## config.mk

```make
export PLATFORM = sky130hd
export DESIGN_NAME = hls_run_ctrl
export DESIGN_NICKNAME = d
export VERILOG_FILES = /design/src/rtl/hls_run_pkg.sv /design/src/rtl/hls_gate_cnt.sv /design/src/rtl/hls_run_ctrl.sv
export SDC_FILE = /design/constraint.sdc
export NUM_CORES = 1
export LEC_CHECK = 0
export BUFFER_PORTS_ARGS = -buffer_cell sky130_fd_sc_hd__clkbuf_2
export CAP_MARGIN = 20
export CORE_AREA = 2 2 265 267
export CTS_BUF_LIST = sky130_fd_sc_hd__clkbuf_8
export DETAILED_ROUTE_END_ITERATION = 8
export DIE_AREA = 0 0 267 269
export SLEW_MARGIN = 5
export SYNTH_ARGS = -nofsm -noshare
export SYNTH_HDL_FRONTEND = slang
export SYNTH_SLANG_ARGS = --single-unit
```

## constraint.sdc

```tcl
create_clock -name ip_clk -period 2.7 [get_ports ip_clk]
set_clock_uncertainty 0.2 [all_clocks]
set_input_delay 0.135 -clock ip_clk [delete_from_list [all_inputs] [get_ports ip_clk]]
set_output_delay 0.135 -clock ip_clk [all_outputs]
set_load 0.01 [all_outputs]
```

## src/rtl/hls_run_pkg.sv

```systemverilog
// Shared types and default widths for the HLS run controller.
// Optional watchdog is enabled by defining HLS_RUN_TIMEOUT_EN.
package hls_run_pkg;

    localparam int DW_DEF    = 128;
    localparam int CNT_W_DEF = 32;
    localparam int TO_W_DEF  = 32;

    typedef enum logic [1:0] {
        IDLE,
        START,
        RUN,
        DRAIN
    } run_state_e;

endpackage

```

## src/rtl/hls_gate_cnt.sv

```systemverilog
// Word counter with limit compare; opens a stream gate while below
// the limit latched at run start.
module hls_gate_cnt
    import hls_run_pkg::*;
#(
    parameter int CNT_W = CNT_W_DEF
) (
    input  logic             clk,
    input  logic             rst_n,
    input  logic             clr,
    input  logic [CNT_W-1:0] limit,
    input  logic             run,
    input  logic             fifo_ok,
    input  logic             strb,
    output logic             gate_open,
    output logic             fire,
    output logic [CNT_W-1:0] count
);

    logic [CNT_W-1:0] lim_q;

    // Gate closes the same cycle the count reaches the limit,
    // so the counter can never pass it.
    assign gate_open = run & (count < lim_q);
    assign fire      = strb & fifo_ok & gate_open;

    always_ff @(posedge clk or negedge rst_n) begin
        if (!rst_n) begin
            lim_q <= '0;
            count <= '0;
        end else if (clr) begin
            lim_q <= limit;
            count <= '0;
        end else if (fire) begin
            count <= count + 1'b1;
        end
    end

endmodule

```

## src/rtl/hls_run_ctrl.sv

```systemverilog
// Sequences one HLS kernel run and gates both streams to the programmed
// word counts. Define HLS_RUN_TIMEOUT_EN to build in the run watchdog.
module hls_run_ctrl
    import hls_run_pkg::*;
#(
    parameter int DW    = DW_DEF,
    parameter int CNT_W = CNT_W_DEF,
    parameter int TO_W  = TO_W_DEF
) (
    input  logic             ip_clk,
    input  logic             ip_rst_n,
    input  logic             cfg_start,
    input  logic [CNT_W-1:0] cfg_in_words,
    input  logic [CNT_W-1:0] cfg_out_words,
    input  logic [TO_W-1:0]  cfg_timeout,
    input  logic [DW-1:0]    in_r_dout,
    input  logic             in_r_empty_n,
    output logic             in_r_read,
    output logic [DW-1:0]    out_r_din,
    input  logic             out_r_full,
    output logic             out_r_write,
    output logic [DW-1:0]    k_in_dout,
    output logic             k_in_empty_n,
    input  logic             k_in_read,
    input  logic [DW-1:0]    k_out_din,
    output logic             k_out_full,
    input  logic             k_out_write,
    output logic             ap_start,
    input  logic             ap_done,
    input  logic             ap_idle,
    output logic             busy,
    output logic             done,
    output logic             timeout,
    output logic [CNT_W-1:0] in_count,
    output logic [CNT_W-1:0] out_count
);

    run_state_e state;
    logic       accept;
    logic       run_open;
    logic       abort;
    logic       in_open;
    logic       in_fire;
    logic       out_open;
    logic       out_fire;

    assign accept   = (state == IDLE) & cfg_start & ap_idle;
    assign run_open = (state == RUN) & ~abort;

    hls_gate_cnt #(
        .CNT_W (CNT_W)
    ) u_in_gate (
        .clk       (ip_clk),
        .rst_n     (ip_rst_n),
        .clr       (accept),
        .limit     (cfg_in_words),
        .run       (run_open),
        .fifo_ok   (in_r_empty_n),
        .strb      (k_in_read),
        .gate_open (in_open),
        .fire      (in_fire),
        .count     (in_count)
    );

    hls_gate_cnt #(
        .CNT_W (CNT_W)
    ) u_out_gate (
        .clk       (ip_clk),
        .rst_n     (ip_rst_n),
        .clr       (accept),
        .limit     (cfg_out_words),
        .run       (run_open),
        .fifo_ok   (~out_r_full),
        .strb      (k_out_write),
        .gate_open (out_open),
        .fire      (out_fire),
        .count     (out_count)
    );

    assign k_in_dout    = in_r_dout;
    assign k_in_empty_n = in_r_empty_n & in_open;
    assign in_r_read    = in_fire;

    assign out_r_din    = k_out_din;
    assign k_out_full   = out_r_full | ~out_open;
    assign out_r_write  = out_fire;

`ifdef HLS_RUN_TIMEOUT_EN
    logic [TO_W-1:0] to_lim;
    logic [TO_W-1:0] wdog;
    logic            wdog_on;
    logic            to_q;

    assign wdog_on = (state == START) | (state == RUN);
    assign abort   = wdog_on & (to_lim != '0)
                   & (TO_W'(wdog + 1'b1) == to_lim);
    assign timeout = to_q;

    always_ff @(posedge ip_clk or negedge ip_rst_n) begin
        if (!ip_rst_n) begin
            to_lim <= '0;
            wdog   <= '0;
            to_q   <= 1'b0;
        end else if (accept) begin
            to_lim <= cfg_timeout;
            wdog   <= '0;
            to_q   <= 1'b0;
        end else begin
            if (wdog_on)
                wdog <= wdog + 1'b1;
            if (abort)
                to_q <= 1'b1;
        end
    end
`else
    logic unused_cfg_timeout;

    assign unused_cfg_timeout = ^cfg_timeout;
    assign abort              = 1'b0;
    assign timeout            = 1'b0;
`endif

    always_ff @(posedge ip_clk or negedge ip_rst_n) begin
        if (!ip_rst_n) begin
            state    <= IDLE;
            ap_start <= 1'b0;
            busy     <= 1'b0;
            done     <= 1'b0;
        end else if (abort) begin
            state    <= IDLE;
            ap_start <= 1'b0;
            busy     <= 1'b0;
            done     <= 1'b0;
        end else begin
            unique case (state)
                IDLE: begin
                    if (accept) begin
                        state    <= START;
                        ap_start <= 1'b1;
                        busy     <= 1'b1;
                        done     <= 1'b0;
                    end
                end
                START: begin
                    // Kernel acknowledges start by dropping ap_idle.
                    if (!ap_idle)
                        state <= RUN;
                end
                RUN: begin
                    if (ap_done) begin
                        state    <= DRAIN;
                        ap_start <= 1'b0;
                    end
                end
                DRAIN: begin
                    state <= IDLE;
                    busy  <= 1'b0;
                    done  <= 1'b1;
                end
            endcase
        end
    end

endmodule

```

==> flow_summary_export.csv, run 1 <==
group,metric,value,unit
status,status,"complete, but fails checks",
status,violations,"negative setup slack",
logic_synthesis,synth_seq_area_share,35.06,%
cts,path_clk_slew,0.09,ns
setup_path,end_kind,"flip-flop",
sta,whs,0.07000,ns
logic_synthesis,synth-simple-area-share,14.59,%
logic_synthesis,syn_area,9493,µm²
place,portBuffers,143,
pwr,p_leak,5.585,nW
worst_hold_path,min_path_type,"input pin to output pin",
logic_synthesis,synthAdderAreaFrac,8.963,%
floorplan,core-area,69300,µm²
logic_synthesis,synth_seq_cells,133,
setup_path,crit_path_start_kind,"flip-flop",
global_routing,grt-ovfl-total,0,
worst_hold_path,whs_path_depth,0,
flow_run,cap_violations,0,
layout,final_area,12880,µm²
logic_synthesis,synth_mux_area_share,0.4350,%
floorplan,rows,97,
global_routing,grt_pass1_wl,50.05,mm
layout,fin_nets,1656,
cts,cts_tree,"done",
logic_synthesis,synth_nets,1535,
sta,finalMaxSlewViolations,0,
logic_synthesis,synth_xor_area_share,0.8304,%
routing,finalWirelength,35.45,mm
routing,drcViolationCount,0,
sta,hold_viol,0,
setup_path,reg2regPathDepth,11,
place,gp_congestion,0.7427,
sta,max_freq,318.0,MHz
floorplan,initial_core_util,13.70,%
logic_synthesis,yosys_warnings,0,
setup_path,arrival,3.41,ns
sta,finalSetupTns,-17.93,ns
sta,finalWorstSetupSlack,-0.4442,ns
pwr,ir_drop,0.3440,mV
sta,rsz0062_at_grt,"true",
global_routing,first_global_vias,7989,
sta,fin_crit_sh,116.5,%
worst_hold_path,min_from,"in_r_dout[102]",
routing,vias,8047,
floorplan,die_w,267,µm
place,dpl-instance-area,10600,µm²
sta,setup-violations-final,62,
setup_path,r2r_slack,-0.44,ns
layout,drive_gt1_share,39.92,%
setup_path,timing.rr.end,"u_in_gate.count[11]",
cts,cts.sinks,133,
routing,drtPass1Iterations,4,
logic_synthesis,ys_types,53,
worst_hold_path,min_to,"k_in_dout[102]",
floorplan,die_height,269,µm
logic_synthesis,ys.flop_type,"dfrtp_1",
logic_synthesis,synth_cells,1106,
logic_synthesis,synth-async-reset-ratio,100.0,%
logic_synthesis,synth_compound_area_share,14.78,%
logic_synthesis,synth_top_family_by_area,"buffers and inverters",
sta,fin_crit,3.144,ns
floorplan,die-area,71820,µm²
routing,first_iter_violations,379,
setup_path,r2r_start,"u_in_gate.count[28]",
logic_synthesis,synth_edf_count,0,
cts,cts_buffers,17,
pwr,p_per_area,604.0,nW/µm²
setup_path,crit_fanout,11,
floorplan,ioPinCount,689,
global_routing,grt.total_usage,9.657,%
cts,clockRootBuffer,"clkbuf_8",
pwr,finalPower,7.779,mW
routing,avgRoutedWirePerCell,16.24,µm
global_routing,antenna_found_initial,6,
layout,synthToLayoutAreaGrowth,35.65,%
setup_path,worst-setup-path-type,"flip-flop to flip-flop",
logic_synthesis,synth.avg_cell_area,8.583,µm²
routing,drtAntennaViolNets,0,
setup_path,worst_ep_required_time,2.97,ns
cts,cts_htree_levels,4,
routing,via_per_inst,3.686,
cts,clk-insertion-delay-late,0.55,ns
place,dp_hpwl,25.62,mm
global_routing,grt_max_degree,86,
cts,clock_path_buffers,2,
## state kept, by name, summed over array words and instances (netlist names)
| signal | cells |
|---|---|
| ap_start | 1 |
| busy | 1 |
| done | 1 |
| state | 2 |
| u_in_gate.count | 32 |
| u_in_gate.lim_q | 32 |
| u_out_gate.count | 32 |
| u_out_gate.lim_q | 32 |
## worst max-delay path, cell delays in order (launching register included)
cell	delay, ns
dfrtp_1	0.40
ha_1	0.30
nand4_1	0.17
nor3_4	0.07
a2111oi_4	0.39
nand3_2	0.12
or3_4	0.40
buf_12	0.14
buf_4	0.13
buf_8	0.13
or4_4	0.48
a21oi_2	0.14
## power by group
part | internal, mW | switching, mW
Combinational | 1.59 | 1.79
Sequential | 2.54 | 0.191
Clock | 0.738 | 0.934
Total | 4.87 | 2.91
## final cells by class
cell class                 instances  area [µm²]
inverter                          83       314.1
multi-input combinational        597        4526
clock buffer                      18       247.7
timing repair buffer             395        3158
sequential                       133        3334
fill                            7743       56420
antenna                            3       7.507
tap                              940        1176
clock inverter                    14       113.9
## timing repair
action | 4_1_cts | 5_1_grt
hold buffers | 77 | 0
resized for setup | 102 | 82
buffers inserted | 17 | 7
pin swaps | 51 | 39
cloned | 5 | 2
endpoints found under the hold margin | 212 | 0
endpoints found under the setup margin | 66 | 67
## layer usage
layer / part of all wire, % / GRT usage (%) / vias to the layer above
met1: 45 / 12.21 / 3779
met3: 10 / 4.895 / 138
met4: 4.1 / 5.694 / 10
met2: 41 / 12.84 / 352
met5: 0.38 / 1.149 / -
li1: - / - / 3768
## cells by family after synthesis
logic type / Yosys count
AOI/OAI and AO/OA: 235
buffers and inverters: 376
and+or+nand+nor: 280
adders and majority gates: 68
muxes: 4
other: 1
DFF: 133
xor gates and xnor gates: 9
## synth_stat cells (2+ instances only)
master | instances | share of area, %
and4_1 | 4 | 0.37
nand2b_1 | 4 | 0.26
or3_1 | 25 | 1.6
dfrtp_1 | 133 | 35
a2111oi_4 | 2 | 0.58
and3_1 | 13 | 0.86
nand3_1 | 27 | 1.4
a21o_1 | 3 | 0.24
o31ai_1 | 23 | 1.8
a21oi_2 | 3 | 0.28
mux2i_1 | 3 | 0.32
inv_1 | 83 | 3.3
buf_6 | 3 | 0.36
a2111oi_0 | 4 | 0.37
a21oi_1 | 74 | 3.9
or4_1 | 22 | 1.7
clkbuf_1 | 30 | 1.2
a211oi_1 | 7 | 0.55
buf_4 | 257 | 20
ha_1 | 68 | 9.0
a211o_1 | 3 | 0.28
nand2_1 | 125 | 4.9
nor3_1 | 4 | 0.21
nor2_1 | 28 | 1.1
nor2b_1 | 3 | 0.20
a31o_2 | 2 | 0.18
o21ai_0 | 100 | 5.3
nand4_1 | 14 | 0.92
o21ai_1 | 2 | 0.11
nor4_1 | 4 | 0.26
buf_2 | 3 | 0.16
xnor2_1 | 9 | 0.83
## cells in the final DEF, fill, tap and decap left out, drive strengths merged, types with 3 or more instances in the layout
master / n
buf: 175
clkbuf: 160
dfrtp: 133
nand2: 125
o21ai: 103
inv: 86
a21oi: 77
dlygate4sd3: 76
ha: 68
nor2: 28
nand3: 28
or3: 26
o31ai: 24
or4: 22
nand4: 14
and3: 14
xnor2: 9
a211oi: 7
a2111oi: 6
clkinv: 6
nor3: 5
nand2b: 4
and4: 4
clkinvlp: 4
nor4: 4
diode: 3
nor2b: 3
a21o: 3
mux2i: 3
a211o: 3
## per-stage QoR
step | cells | util [%] | worst slack, ns
finish | 2183 | 18.58 | -0.4442
CTS | 2173 | 18.07 | -0.6122
detailed placement | 2042 | 15.29 | -0.3066
floorplan | 1106 | - | -0.08528
global placement | 2042 | 15.29 | -0.2777
global route | 2183 | 18.58 | -0.6095
## how the worst max path moves through the flow
stage,startpoint,to,slack [ns],cells past startpoint
2_1_floorplan,u_in_gate.count[13],u_in_gate.count[9],-0.09,9
3_3_place_gp,u_in_gate.lim_q[29],u_in_gate.count[13],-0.28,10
3_5_place_dp,u_in_gate.lim_q[30],u_in_gate.count[9],-0.31,10
4_1_cts,u_in_gate.lim_q[21],in_r_read,-0.61,11
5_1_grt,u_in_gate.lim_q[23],in_r_read,-0.61,11
6_report,u_in_gate.count[28],u_in_gate.count[11],-0.44,11
No activity file was read; power rests on OpenSTA's default activity.
==> run 2, diff against run 1 <==
- ABC_AREA: not set -> 1
- CORE_AREA: 2 2 265 267 -> 2 2 270 272
- DIE_AREA: 0 0 267 269 -> 0 0 272 274
==> run 2 against run 1 <==
The flow finishes with violations (negative hold slack). First-iteration DRC count increased by 26%. Critical path depth decreased by 1. Critical path type is now flip-flop to output pin. Synthesized area increased by 10%. Wire length decreased by 0.11%. Utilization decreased by 1.6 points. Highest routed layer is now met4. Sequential share of layout area increased by 1.4 points. Die area increased by 3.8%.
==> flow_summary_export.csv, run 2 <==
group,metric,value,unit
status,status,"complete, but fails checks",
status,violations,"negative hold slack",
logic_synthesis,ys_top_cells_by_count,"nand2_1 (343), buf_4 (263), dfrtp_1 (133)",
setup_path,worstPathCellList,"inv_2, ha_4, clkinvlp_4, buf_12, a211oi_2, o211ai_1, nor2_2, nand3_2, inv_2, clkbuf_2",
setup_path,crit_path_start_kind,"flip-flop",
routing,via_per_inst,3.668,
logic_synthesis,synth.avg_cell_area,7.412,µm²
sta,setup-violations-final,0,
routing,drtPass1Iterations,6,
cts,path_clk_slew,0.10,ns
logic_synthesis,yosysMostFrequentCell,"nand2_1",
cts,cts_tree,"done",
layout,layout_commonest_cell,"nand2_1",
sta,finalWorstSetupSlack,0.1272,ns
global_routing,first_global_vias,8763,
setup_path,worst_ep_required_time,2.37,ns
setup_path,critPathBufInv,5,
routing,avgRoutedWirePerCell,14.75,µm
logic_synthesis,yosys_warnings,0,
floorplan,core-area,71970,µm²
floorplan,rows,99,
cts,clock_path_buffers,2,
logic_synthesis,synth_top_area_share,31.82,%
layout,final_core_util,17.00,%
global_routing,grt_max_degree,76,
sta,relSlewSlack,48.89,%
layout,synthToLayoutAreaGrowth,17.01,%
pwr,p_per_area,611.7,nW/µm²
layout,drive_gt1_share,22.33,%
layout,fin_nets,1858,
logic_synthesis,synth_nets,1840,
floorplan,initial_core_util,14.53,%
routing,first_iter_violations,477,
global_routing,grt_pass1_wl,52.29,mm
setup_path,end_kind,"output pin",
global_routing,antenna_found_initial,0,
sta,hold_viol,3,
sta,fin_crit_sh,95.29,%
pwr,p_seq_share,36.8,%
setup_path,cp_top_family,"buffers and inverters",
routing,highest_layer,"met4",
logic_synthesis,syn_area,10460,µm²
pwr,swShare,38.24,%
flow_run,cap_violations,0,
logic_synthesis,synth_edf_count,0,
routing,dr_wl_met2,16.87,mm
floorplan,ioPinCount,689,
routing,drtAntennaViolNets,0,
layout,n_fill_cell,8184,
cts,cts_htree_levels,4,
sta,fin_crit,2.573,ns
setup_path,cpMostUsedCell,"inv_2",
place,dpl-instance-area,10800,µm²
pwr,combinationalPowerShare,36.2,%
routing,vias,8806,
cts,cts.sinks,133,
floorplan,die-area,74530,µm²
sta,max_freq,388.7,MHz
logic_synthesis,synth_cells,1411,
floorplan,die_height,274,µm
cts,clockRootBuffer,"clkbuf_8",
logic_synthesis,ys.flop_type,"dfrtp_1",
place,preCtsSetupSlack,0.2051,ns
setup_path,cpPeakStageDelay,0.40,ns
layout,final_cell_mix,"nand2_1 (342), clkbuf_2 (141), inv_1 (121), dfrtp_1 (121), nor2_1 (98)",
logic_synthesis,yosys-top-cells-area,"dfrtp_1 (32%), buf_4 (19%), nand2_1 (12%), ha_1 (8.1%), inv_1 (4.5%)",
worst_hold_path,min_path_type,"input pin to asynchronous set/reset pin",
routing,drcViolationCount,0,
floorplan,die_w,272,µm
place,dp_hpwl,27.27,mm
place,gp_congestion,0.8837,
pwr,pwr-share-clk,27.1,%
pwr,finalPower,7.486,mW
pwr,p_int,4.624,mW
setup_path,arrival,2.24,ns
logic_synthesis,yosysTopAreaCell,"dfrtp_1",
pwr,ir_drop,0.3258,mV
pwr,power_switching,2.863,mW
logic_synthesis,synth-async-reset-ratio,100.0,%
routing,wl_met1,13.65,mm
global_routing,grt.total_usage,9.259,%
routing,routed-wl-met3,3.860,mm
sta,whs,-0.01045,ns
cts,cts_buffers,17,
place,portBuffers,143,
layout,final_area,12240,µm²
logic_synthesis,synth_seq_area_share,31.82,%
sta,finalMaxSlewViolations,0,
logic_synthesis,ys_types,35,
setup_path,critPathSlowestCell,"dfrtp_1",
layout,antennaDiodeCount,0,
logic_synthesis,synth_seq_cells,133,
routing,finalWirelength,35.41,mm
cts,clk-insertion-delay-late,0.47,ns
sta,rsz0062_at_grt,"true",
global_routing,grt-ovfl-total,0,
pwr,p_leak,5.829,nW
sta,tightest_slew,0.7666,ns
setup_path,crit_fanout,3,
setup_path,worst-setup-path-type,"flip-flop to output pin",
==> run 2: cell count changes in the layout (fill, tap and decap cells not counted), sizes merged, moves of 29 or more <==
cell | previous run | this run
nand3 | 28 | 90
a21oi | 77 | 39
nor3 | 5 | 44
inv | 86 | 133
o21ai | 103 | 74
buf | 175 | 86
nor2 | 28 | 110
nand2 | 125 | 347
==> run 2: per-layer routing <==
metal | up-vias | global-route usage [%]
li1 | 4259 | -
met1 | 4038 | 9.758
met2 | 414 | 15.58
met3 | 95 | 4.904
met4 | 0 | 3.571
met5 | - | 0
==> run 2: path summary, 6_finish.rpt <==
kind                                startpoint                    to  slack, ns  cells past startpoint
hold reg to reg            u_out_gate.lim_q[0]   u_out_gate.lim_q[0]       0.30                      2
min in group ip_clk               in_r_empty_n   u_in_gate.count[31]       0.06                      7
setup / recovery                      state[0]           out_r_write       0.13                     10
hold / removal                        ip_rst_n   u_in_gate.lim_q[22]      -0.01                      2
max in group asynchronous             ip_rst_n  u_out_gate.lim_q[22]       1.49                      3
setup reg to reg                      state[0]   u_out_gate.count[0]       0.27                     13
==> run 2: per-stage QoR <==
step,setup TNS [ns],instances
final,0,2401
after global routing,-0.03711,2401
after CTS,-0.03433,2387
after detailed placement,0,2278
after global placement,0,2278
after floorplan,0,1411
==> run 2: area by class of cell <==
| type | count | area, µm² | share of cell area, % |
|---|---|---|---|
| inverters | 129 | 495.5 | 4.049 |
| multi-input cells | 852 | 4644 | 37.95 |
| repair buffers | 296 | 2108 | 17.23 |
| well taps | 959 | 1200 | 9.805 |
| clock buffers | 18 | 247.7 | 2.024 |
| clock inverters | 14 | 198.9 | 1.626 |
| flip-flops and latches | 133 | 3343 | 27.32 |
==> run 2: cells by family (layout without fill, tap and decap cells) <==
| group | count (synthesis) | in the layout | share of synthesized area (%) |
|---|---|---|---|
| adders and majority gates | 68 | 68 | 8.135 |
| DFF | 133 | 133 | 31.82 |
| AOI/OAI and AO/OA | 122 | 122 | 6.041 |
| and+or+nand+nor | 616 | 616 | 25.37 |
| other | 1 | 1 | 0.03586 |
| buffers and inverters | 426 | 457 | 24.82 |
| xor gates and xnor gates | 45 | 45 | 3.768 |
==> run 2: what timing repair did <==
item / CTS / global route
pin swaps: 4 / 8
hold endpoints to repair: 191 / 0
resized for setup: 12 / 26
setup endpoints to repair: 3 / 6
hold buffers: 69 / 0
cloned: 0 / 0
setup buffers: 9 / 14
==> run 2: power by group through the flow <==
stage | Combinational (mW) | Clock, mW | Sequential [mW]
finish | 2.71 | 2.03 | 2.75
global route | 3.15 | 2.17 | 2.81
CTS | 2.65 | 2.10 | 2.77
detailed placement | 2.44 | 0 | 2.81
global placement | 2.39 | 0 | 2.79
floorplan | 1.95 | 0 | 2.79
